**src/rtl/ofdm_tx_encoder.sv**
```systemverilog
// OFDM transmit bit pipeline: service/data/tail/pad sequencing, 802.11 scrambler,
// K=7 convolutional encoder with puncturing and an out_ready-paced serial output.
module ofdm_tx_encoder (
    input  logic        clock,
    input  logic        reset,
    input  logic        enable,
    input  logic        start,
    input  logic [7:0]  rate,
    input  logic        do_scramble,
    input  logic [6:0]  scramble_seed,
    input  logic [15:0] num_bits,
    input  logic [7:0]  byte_in,
    input  logic        byte_in_valid,
    output logic        byte_in_ready,
    output logic        coded_out,
    output logic        coded_out_strobe,
    input  logic        out_ready,
    output logic        busy,
    output logic        done
);

    typedef enum logic [2:0] {S_IDLE, S_SERVICE, S_DATA, S_TAIL, S_PAD, S_DONE} state_t;

    state_t      state_q, state_d;
    logic        scr_en_q, scr_en_d;
    logic [7:0]  ndbps_q, ndbps_d;
    logic [1:0]  punc_q, punc_d;
    logic [1:0]  phase_q, phase_d;
    logic [15:0] nbits_q, nbits_d;
    logic [15:0] cnt_q, cnt_d;
    logic [7:0]  sym_q, sym_d;
    logic [6:0]  scr_q, scr_d;
    logic [5:0]  hist_q, hist_d;
    logic [7:0]  hold_q, hold_d;
    logic [3:0]  hold_cnt_q, hold_cnt_d;
    logic [13:0] bytes_left_q, bytes_left_d;
    logic [1:0]  pend_q, pend_d;
    logic [1:0]  pcnt_q, pcnt_d;
    logic        coded_q, coded_d;
    logic        strobe_q, strobe_d;
    logic        ready_q, ready_d;
    logic        busy_q, busy_d;
    logic        done_q, done_d;

    logic        feed_s, use_scr_s, fb_s, raw_s, bit_s, a_s, b_s;
    logic        keep_a_s, keep_b_s, sym_wrap_s;
    logic [16:0] nbytes_s;
    logic        unused_s;

    assign unused_s = ^rate[7:4];

    function automatic logic [7:0] ndbps_of(input logic [3:0] code);
        case (code)
            4'b1011: ndbps_of = 8'd24;
            4'b1111: ndbps_of = 8'd36;
            4'b1010: ndbps_of = 8'd48;
            4'b1110: ndbps_of = 8'd72;
            4'b1001: ndbps_of = 8'd96;
            4'b1101: ndbps_of = 8'd144;
            4'b1000: ndbps_of = 8'd192;
            4'b1100: ndbps_of = 8'd216;
            default: ndbps_of = 8'd24;
        endcase
    endfunction

    // 0: rate 1/2, 1: rate 2/3, 2: rate 3/4
    function automatic logic [1:0] punc_of(input logic [3:0] code);
        case (code)
            4'b1011, 4'b1010, 4'b1001: punc_of = 2'd0;
            4'b1000:                   punc_of = 2'd1;
            4'b1111, 4'b1110, 4'b1101, 4'b1100: punc_of = 2'd2;
            default:                   punc_of = 2'd0;
        endcase
    endfunction

    function automatic logic conv_a(input logic b, input logic [5:0] d);
        conv_a = b ^ d[1] ^ d[2] ^ d[4] ^ d[5];
    endfunction

    function automatic logic conv_b(input logic b, input logic [5:0] d);
        conv_b = b ^ d[0] ^ d[1] ^ d[2] ^ d[5];
    endfunction

    // Next-state logic: output emission, byte fetch, bit feed and frame sequencing.
    always_comb begin
        state_d      = state_q;
        scr_en_d     = scr_en_q;
        ndbps_d      = ndbps_q;
        punc_d       = punc_q;
        phase_d      = phase_q;
        nbits_d      = nbits_q;
        cnt_d        = cnt_q;
        sym_d        = sym_q;
        scr_d        = scr_q;
        hist_d       = hist_q;
        hold_d       = hold_q;
        hold_cnt_d   = hold_cnt_q;
        bytes_left_d = bytes_left_q;
        pend_d       = pend_q;
        pcnt_d       = pcnt_q;
        coded_d      = coded_q;
        strobe_d     = 1'b0;
        done_d       = 1'b0;
        nbytes_s     = {1'b0, num_bits} + 17'd7;

        // A new input bit may enter only when the pending buffer drains this cycle.
        if (!enable || !out_ready || pcnt_q == 2'd2) begin
            feed_s = 1'b0;
        end else if (state_q == S_SERVICE || state_q == S_TAIL || state_q == S_PAD) begin
            feed_s = 1'b1;
        end else if (state_q == S_DATA) begin
            feed_s = (hold_cnt_q != 4'd0);
        end else begin
            feed_s = 1'b0;
        end

        raw_s      = (state_q == S_DATA) ? hold_q[0] : 1'b0;
        use_scr_s  = scr_en_q && (state_q != S_TAIL);
        fb_s       = scr_q[6] ^ scr_q[3];
        bit_s      = raw_s ^ (use_scr_s & fb_s);
        a_s        = conv_a(bit_s, hist_q);
        b_s        = conv_b(bit_s, hist_q);
        sym_wrap_s = (sym_q == ndbps_q - 8'd1);

        case (punc_q)
            2'd1: begin
                keep_a_s = 1'b1;
                keep_b_s = (phase_q == 2'd0);
            end
            2'd2: begin
                keep_a_s = (phase_q != 2'd2);
                keep_b_s = (phase_q != 2'd1);
            end
            default: begin
                keep_a_s = 1'b1;
                keep_b_s = 1'b1;
            end
        endcase

        if (enable && out_ready && pcnt_q != 2'd0) begin
            coded_d  = pend_q[0];
            strobe_d = 1'b1;
            pend_d   = {1'b0, pend_q[1]};
            pcnt_d   = pcnt_q - 2'd1;
        end else begin
            strobe_d = 1'b0;
        end

        if (enable && byte_in_valid && ready_q) begin
            hold_d       = byte_in;
            hold_cnt_d   = 4'd8;
            bytes_left_d = bytes_left_q - 14'd1;
        end else begin
            bytes_left_d = bytes_left_q;
        end

        if (feed_s) begin
            if (use_scr_s) begin
                scr_d = {scr_q[5:0], fb_s};
            end else begin
                scr_d = scr_q;
            end
            hist_d = {hist_q[4:0], bit_s};
            sym_d  = sym_wrap_s ? 8'd0 : sym_q + 8'd1;
            if (keep_a_s && keep_b_s) begin
                pend_d = {b_s, a_s};
                pcnt_d = 2'd2;
            end else if (keep_a_s) begin
                pend_d = {1'b0, a_s};
                pcnt_d = 2'd1;
            end else begin
                pend_d = {1'b0, b_s};
                pcnt_d = 2'd1;
            end
            case (punc_q)
                2'd1:    phase_d = {1'b0, ~phase_q[0]};
                2'd2:    phase_d = (phase_q == 2'd2) ? 2'd0 : phase_q + 2'd1;
                default: phase_d = 2'd0;
            endcase
        end else begin
            hist_d = hist_q;
        end

        case (state_q)
            S_IDLE: begin
                if (enable && start) begin
                    scr_en_d     = do_scramble;
                    ndbps_d      = ndbps_of(rate[3:0]);
                    punc_d       = punc_of(rate[3:0]);
                    nbits_d      = num_bits;
                    scr_d        = (scramble_seed == 7'd0) ? 7'h7F : scramble_seed;
                    phase_d      = 2'd0;
                    cnt_d        = 16'd0;
                    sym_d        = 8'd0;
                    hist_d       = 6'd0;
                    hold_d       = 8'd0;
                    hold_cnt_d   = 4'd0;
                    bytes_left_d = nbytes_s[16:3];
                    if (do_scramble) begin
                        state_d = S_SERVICE;
                    end else if (num_bits != 16'd0) begin
                        state_d = S_DATA;
                    end else begin
                        state_d = S_TAIL;
                    end
                end else begin
                    state_d = S_IDLE;
                end
            end
            S_SERVICE: begin
                if (feed_s && cnt_q == 16'd15) begin
                    cnt_d   = 16'd0;
                    state_d = (nbits_q != 16'd0) ? S_DATA : S_TAIL;
                end else if (feed_s) begin
                    cnt_d = cnt_q + 16'd1;
                end else begin
                    cnt_d = cnt_q;
                end
            end
            S_DATA: begin
                if (feed_s && cnt_q == nbits_q - 16'd1) begin
                    cnt_d      = 16'd0;
                    hold_d     = 8'd0;
                    hold_cnt_d = 4'd0;
                    state_d    = S_TAIL;
                end else if (feed_s) begin
                    cnt_d      = cnt_q + 16'd1;
                    hold_d     = {1'b0, hold_q[7:1]};
                    hold_cnt_d = hold_cnt_q - 4'd1;
                end else begin
                    cnt_d = cnt_q;
                end
            end
            S_TAIL: begin
                if (feed_s && cnt_q == 16'd5) begin
                    cnt_d   = 16'd0;
                    state_d = sym_wrap_s ? S_DONE : S_PAD;
                end else if (feed_s) begin
                    cnt_d = cnt_q + 16'd1;
                end else begin
                    cnt_d = cnt_q;
                end
            end
            S_PAD: begin
                if (feed_s && sym_wrap_s) begin
                    state_d = S_DONE;
                end else begin
                    state_d = S_PAD;
                end
            end
            S_DONE: begin
                if (enable && pcnt_q == 2'd0) begin
                    done_d  = 1'b1;
                    state_d = S_IDLE;
                end else begin
                    state_d = S_DONE;
                end
            end
            default: state_d = S_IDLE;
        endcase

        ready_d = (state_d == S_DATA) && (hold_cnt_d == 4'd0) && (bytes_left_d != 14'd0);
        busy_d  = (state_d != S_IDLE);
    end

    // State and registered outputs; reset aborts any frame in flight.
    always_ff @(posedge clock or posedge reset) begin
        if (reset) begin
            state_q      <= S_IDLE;
            scr_en_q     <= 1'b0;
            ndbps_q      <= 8'd0;
            punc_q       <= 2'd0;
            phase_q      <= 2'd0;
            nbits_q      <= 16'd0;
            cnt_q        <= 16'd0;
            sym_q        <= 8'd0;
            scr_q        <= 7'd0;
            hist_q       <= 6'd0;
            hold_q       <= 8'd0;
            hold_cnt_q   <= 4'd0;
            bytes_left_q <= 14'd0;
            pend_q       <= 2'd0;
            pcnt_q       <= 2'd0;
            coded_q      <= 1'b0;
            strobe_q     <= 1'b0;
            ready_q      <= 1'b0;
            busy_q       <= 1'b0;
            done_q       <= 1'b0;
        end else begin
            state_q      <= state_d;
            scr_en_q     <= scr_en_d;
            ndbps_q      <= ndbps_d;
            punc_q       <= punc_d;
            phase_q      <= phase_d;
            nbits_q      <= nbits_d;
            cnt_q        <= cnt_d;
            sym_q        <= sym_d;
            scr_q        <= scr_d;
            hist_q       <= hist_d;
            hold_q       <= hold_d;
            hold_cnt_q   <= hold_cnt_d;
            bytes_left_q <= bytes_left_d;
            pend_q       <= pend_d;
            pcnt_q       <= pcnt_d;
            coded_q      <= coded_d;
            strobe_q     <= strobe_d;
            ready_q      <= ready_d;
            busy_q       <= busy_d;
            done_q       <= done_d;
        end
    end

    assign byte_in_ready    = ready_q;
    assign coded_out        = coded_q;
    assign coded_out_strobe = strobe_q;
    assign busy             = busy_q;
    assign done             = done_q;

endmodule

```
**config.mk**
```make
export PLATFORM = sky130hd
export DESIGN_NAME = ofdm_tx_encoder
export DESIGN_NICKNAME = d
export VERILOG_FILES = /design/src/rtl/ofdm_tx_encoder.sv
export SDC_FILE = /design/constraint.sdc
export NUM_CORES = 1
export LEC_CHECK = 0
export ABC_CLOCK_PERIOD_IN_PS = 2700
export BUFFER_PORTS_ARGS = -buffer_cell sky130_fd_sc_hd__buf_2
export CAP_MARGIN = 20
export CORE_MARGIN = 2
export CORE_UTILIZATION = 55
export DETAILED_ROUTE_END_ITERATION = 8
export PLACE_DENSITY = 0.79
export SETUP_SLACK_MARGIN = 0.5
export SYNTH_ARGS = -nofsm -noshare
export SYNTH_HDL_FRONTEND = slang
export SYNTH_SLANG_ARGS = --single-unit
```
**constraint.sdc**
```tcl
create_clock -name clock -period 2.7 [get_ports clock]
set_clock_uncertainty 0.05 [all_clocks]
set_input_delay 0.135 -clock clock [delete_from_list [all_inputs] [get_ports clock]]
set_output_delay 0.135 -clock clock [all_outputs]
set_load 0.01 [all_outputs]
```
### Yosys cells after proc, flatten, opt, wreduce, memory -nomap -nowiden

Memory sizes are Yosys's and may differ from the RTL's. A register that Yosys moved wholly into a read port is not among the register bits.
Cells that the tools add are included.

| storage, ports and cells | value |
|---|---|
| flip-flop bits (word level) | 102 |
| bits in latches | 0 |
| memory bits (writable) | 0 |
| bits in read-only memories | 128 |
| output and inout bits | 5 |
| memories | 2 |

| operators by class | value |
|---|---|
| add/sub/neg operators | 9 |
| $mul | 0 |
| div/mod/pow operators | 0 |
| magnitude comparators | 0 |
| eq/ne operators | 18 |
| shift operators | 0 |
| muxes and demuxes | 63 |
| bitwise operators | 12 |
| reduce and logical (&&, ||, !) cells | 35 |

Memory list:

| name | depth | bits a word | read ports | clocked after Yosys merged registers in | write ports | RTL line | source |
|---|---|---|---|---|---|---|---|
| (no name shown) | 16 | 6 | 1 | 1 | 0 | 53 | `case (code)` |
| (no name shown) | 16 | 2 | 1 | 1 | 0 | 68 | `case (code)` |

Operators by type and width:

| cell | count |
|---|---|
| $mux 16 | 5 |
| $mux 8 | 8 |
| $pmux 16 s4 | 1 |
| $mux 14 | 3 |
| $mux 7 | 5 |
| $reduce_bool 16->1 | 2 |
| $mux 2 | 11 |
| $mux 6 | 3 |
| $pmux 3 s6 | 1 |
| $add 16x3->17 const B | 1 |
| $add 16x1->16 const B | 1 |
| $eq 16x16->1 | 1 |
| $eq 16x3->1 const B | 1 |
| $eq 16x4->1 const B | 1 |
| $mux 4 | 4 |
| $pmux 8 s2 | 1 |
| $sub 16x1->16 const B | 1 |
| $mux 3 | 5 |
| $logic_and 1x1->1 | 14 |
| $reduce_bool 14->1 | 1 |
| $sub 14x1->14 const B | 1 |
| $mux 1 | 13 |
| $xor 1x1->1 | 10 |
| $eq 3x2->1 const B | 3 |
| 28 further kinds | 40 |

### Logic depth before layout (Yosys ltp)

| logic depth | value |
|---|---|
| depth in word-level cells | 11 |
| mapped depth | 12 |
| depth with buffers taken out | 10 |

### Least setup slack after synthesis

No wires, ideal clock.

| path | value |
|---|---|
| path kind | register -> register |
| start | reg nbits_q[2] |
| end | reg cnt_q[1] |
| setup time | 0.120 ns |
| data arrival time | 2.551 ns |
| required time | 2.530 ns |
| path slack | -0.022 ns |
| stages on the path, launching flop included | 12 |
| path buffers | 3 |
| period minus slack after synthesis | 2.722 ns |
| cells stage by stage | dfrtp_1 -> buf_4 -> nor4_4 -> or3b_1 -> a2111oi_2 -> nand4_1 -> nor4_2 -> a21oi_1 -> buf_6 -> buf_2 -> o22ai_1 -> nand2_1 |

| on the way | value |
|---|---|
| word-level cells in the longest chain between the ends | 5 |

Ends and longest elaborated chain:

| item | RTL line | source |
|---|---|---|
| start: declaration | 29 | `logic [15:0] nbits_q, nbits_d;` |
| start signal: assignment | 295 | `nbits_q <= nbits_d;` |
| $sub 16x1->16 | 221 | `if (feed_s && cnt_q == nbits_q - 16'd1) begin` |
| $eq 16x16->1 | 221 |  |
| $logic_and 1x1->1 | 221 |  |
| $mux 16 | 221 |  |
| $pmux 16 s4 | 184 | `case (state_q)` |
| end signal: assignment | 296 | `cnt_q <= cnt_d;` |
| end: declaration | 30 | `logic [15:0] cnt_q, cnt_d;` |

Every way passes these cells.
A chain may end at the register's enable or synchronous reset.

### Worst setup path in the final report

| path | value |
|---|---|
| start | reg nbits_q[2] |
| end | reg ready_q (netlist: byte_in_ready) |

| on the way | value |
|---|---|
| word-level cells in the longest chain between the ends | 8 |

Ends and longest elaborated chain:

| item | RTL line | source |
|---|---|---|
| $sub 16x1->16 | 221 |  |
| $eq 16x16->1 | 221 |  |
| $logic_and 1x1->1 | 221 |  |
| $mux 4 | 221 |  |
| $pmux 4 s2 | 184 |  |
| via hold_cnt_d[0] | 35 | `logic [3:0] hold_cnt_q, hold_cnt_d;` |
| $logic_not 4->1 | 262 | `ready_d = (state_d == S_DATA) && (hold_cnt_d == 4'd0) && (bytes_left_d != 14'd0);` |
| $logic_and 1x1->1 (2 in series) | 262 |  |
| via ready_d | 41 | `logic ready_q, ready_d;` |
| end signal: assignment | 307 | `ready_q <= ready_d;` |
| end: declaration | 41 |  |

The timed path passes the listed nets, and every way through them passes these cells.

==> metrics.yaml <==
die:
  ios: 51
  die_y_um: 113.1
  die_area_sq_um: 12800
  initial_utilization_pct: 56.88
  core_area_sq_um: 11520
  die_w_um: 113.1
  rows: 39
logic_synthesis:
  ys_warn_count: 0
  ys_types: 61
  synth.cell_area_sq_um: 6550
  syn-instance-count: 780
  syn_nets: 841
  synth_edf_count: 0
  synth_seq_cells: 102
  async_flop_share_pct: 100.0
  synth_ff_type: "dfrtp_1"
  yosysSeqAreaShare_pct: 38.97
  syn_avg_cell_area_sq_um: 8.397
setup_path:
  r2r_cells: 11
  rrSetupSlack_ns: -0.12
  crit_path_start_kind: "flip-flop"
  critPathRequiredTime_ns: 2.92
  slowest_delay_ns: 0.42
  slowest_stage: "dfrtp_1"
  crit_arrival_ns: 3.04
  crit_chain: "buf_4, nor4_4, buf_6, a21boi_1, o41ai_1, a31oi_1, nor4_4, buf_4, a21o_4, o22ai_4, nor4_2"
  worstReg2RegEnd: "byte_in_ready"
  crit_type: "flip-flop to flip-flop"
  rr_startpoint: "nbits_q[2]"
  end_kind: "flip-flop"
  critPathMaxFanout: 7
hold_path:
  holdPathEnd: "scr_q[6]"
  hp-class: "input pin to flip-flop"
  holdPathStages: 3
  min_from: "scramble_seed[6]"
finish:
  regArea_sq_um: 2556
  fillCellCount: 849
  multiInputGateArea_sq_um: 3921
  nets: 938
  drive_gt1_share_pct: 21.43
  areaGrowthSynthToFinish_pct: 22.81
  stdcell_area_sq_um: 8044
  num_antenna_cells: 0
cts:
  numCtsBuffers: 9
  cts_tree: "built"
  clockRootBuffer: "clkbuf_16"
  clock-sinks: 102
  insertion_delay_ns: 0.36
  htreeDepth: 3
  ctsLongestPathBuffers: 2
  clk_pin_slew_ns: 0.07
detailed_routing:
  via_per_inst: 6.098
  detail_route.wl_per_cell_um: 17.11
  num_vias: 6250
  route.detailed.drc: 1
  first_iter_violations: 405
  postRouteAntennaNets: 0
  finalWirelength_um: 17540
  dr.pass1.iters: 7
sta:
  hold_viol: 0
  fin_crit_sh_pct: 104.6
  drv_slew: 0
  setup_slack_ns: -0.1230
  rsz0062_at_grt: "true"
  setup_viol: 23
  period_minus_slack_ns: 2.823
  max_freq_ghz: 0.3542
  tns_ns: -1.208
  worst_slew_pin_slew_ns: 0.9299
  maxSlewHeadroom_pct: 37.20
global_route:
  grt_pass1_wl_um: 28920
  grt_max_degree: 50
  grt_pass1_vias: 6250
  grt_usage_pct: 27.71
  antenna_found_initial: 0
  overflow: 0
run:
  cap_violations: 0
placement:
  dpl_cell_area_sq_um: 7333
  place_congestion: 0.9460
  io_buffers: 46
  dp_hpwl_um: 12400
power_and_ir_drop:
  p_sw_mw: 1.427
  powerDensity_nw_per_um2: 544.3
  p_int_mw: 2.952
  clock_power_share_pct: 28.8
  pwr-share-seq_pct: 45.3
  comb_power_share_pct: 25.8
  switching_share_pct: 32.59
  p_leak_nw: 3.758
  finalPower_mw: 4.379
  ir_drop_mv: 0.5510
run_status:
  violations: "design-rule violations, negative setup slack"
  status: "finished with violations"
==> state kept, by name, indices dropped and copies added, names as in the netlist, 6 cells and up <==
register / flops
cnt_q: 16
scr_q: 7
ndbps_q: 6
hist_q: 6
hold_q: 8
sym_q: 8
bytes_left_q: 14
nbits_q: 16
==> synth_stat cells (6+ instances only) <==
cell type,n,area (sq um)
nand2_1,129,484.2
dfrtp_1,102,2552
nor2_1,67,251.5
clkbuf_1,35,131.4
inv_1,32,120.1
o21ai_0,30,150.1
xor2_1,30,262.8
xnor2_1,29,254.0
nand3_1,28,140.1
mux2i_1,26,260.3
a21oi_1,25,125.1
nor3_1,24,120.1
nand4_1,20,125.1
o22ai_1,19,118.9
ha_1,15,187.7
nor4_1,15,93.84
a31oi_1,13,81.33
and2_1,10,62.56
and3_1,9,56.30
or3_1,9,56.30
nor2b_1,8,50.05
o211ai_1,8,60.06
or4_1,7,52.55
buf_1,6,22.52
==> layer usage <==
metal  GRT usage [%]  routed length, um  share of wire [%]
met5               0                  0                  0
met4           10.33                546                3.1
met3           6.535               1092                6.2
met2           48.30               8949                 51
met1           33.39               6948                 40
==> through the flow <==
step                instances  utilization [%]  setup slack, ns  hold WS [ns]
global route             1025            69.85          -0.2463       0.01190
floorplan                 780                -           0.1275        0.1904
finish                   1025            69.85          -0.1230     0.0009526
global placement          986            63.68         -0.03504        0.1379
CTS                      1021            68.60          0.01450     0.0007712
detailed placement        986            63.68          -0.1592        0.1503
==> layout by cell type, fill, tap and decap left out, types with 5 or more instances in the layout <==
| master | n |
|---|---|
| nand2_1 | 127 |
| dfrtp_1 | 99 |
| buf_4 | 67 |
| nor2_1 | 64 |
| buf_2 | 46 |
| inv_1 | 30 |
| o21ai_0 | 30 |
| xor2_1 | 30 |
| xnor2_1 | 29 |
| nand3_1 | 27 |
| mux2i_1 | 26 |
| a21oi_1 | 23 |
| nor3_1 | 22 |
| nand4_1 | 20 |
| o22ai_1 | 14 |
| ha_1 | 14 |
| nor4_1 | 13 |
| a31oi_1 | 12 |
| and2_1 | 10 |
| dlygate4sd3_1 | 10 |
| clkbuf_16 | 9 |
| or3_1 | 8 |
| o211ai_1 | 8 |
| or4_1 | 7 |
| nor2b_1 | 7 |
| and3_1 | 7 |
| a21o_1 | 5 |
| buf_6 | 5 |
==> how the worst max path moves through the flow <==
stage | from | to | slack [ns] | depth (start not counted)
floorplan | nbits_q[2] | byte_in_ready | 0.13 | 10
global placement | nbits_q[3] | cnt_q[6] | -0.04 | 10
detailed placement | nbits_q[8] | cnt_q[6] | -0.16 | 9
CTS | nbits_q[2] | cnt_q[6] | 0.01 | 9
global route | nbits_q[2] | cnt_q[14] | -0.25 | 11
finish | nbits_q[2] | byte_in_ready | -0.12 | 11
==> logic make-up after synthesis <==
logic type      count (synthesis)  share of synthesized area, %
flops                         102                         38.97
fa+ha+maj                      15                         2.865
xor+xnor                       59                         7.889
simple gates                  352                         26.63
mux                            28                         4.317
buf+inv                        79                         4.776
compound gates                145                         14.56
==> area by class of cell <==
type                       count  area share, %
sequential                   102          31.78
multi-input combinational    599          48.75
clock buffer                  13          3.111
inverter                      32          1.540
tap                          143          2.224
clock inverter                 3         0.3578
timing repair buffer         133          12.24
==> power groups by stage <==
stage	clock (mW)	combinational, mW	sequential [mW]
after floorplan	0	0.787	1.93
after global placement	0	0.983	1.99
after detailed placement	0	1.04	2.01
after CTS	1.27	1.10	1.98
after global routing	1.32	1.26	2.02
final	1.26	1.13	1.99
==> worst max-delay path: cells and delay by family (launching register included) <==
family | cells | cell delay (ns)
AND/OR/NAND/NOR | 3 | 0.89
AO/OA/AOI/OAI | 5 | 0.83
buffers and inverters | 3 | 0.53
flip-flops | 1 | 0.42
==> what timing repair did <==
action / 4_1_cts / 5_1_grt
endpoints found under the setup margin: 49 / 50
pin swaps: 4 / 4
setup buffers: 9 / 4
hold buffers: 10 / 0
resized for setup: 25 / 26
endpoints found under the hold margin: 30 / 0
Power figures use the tool's default switching activity.
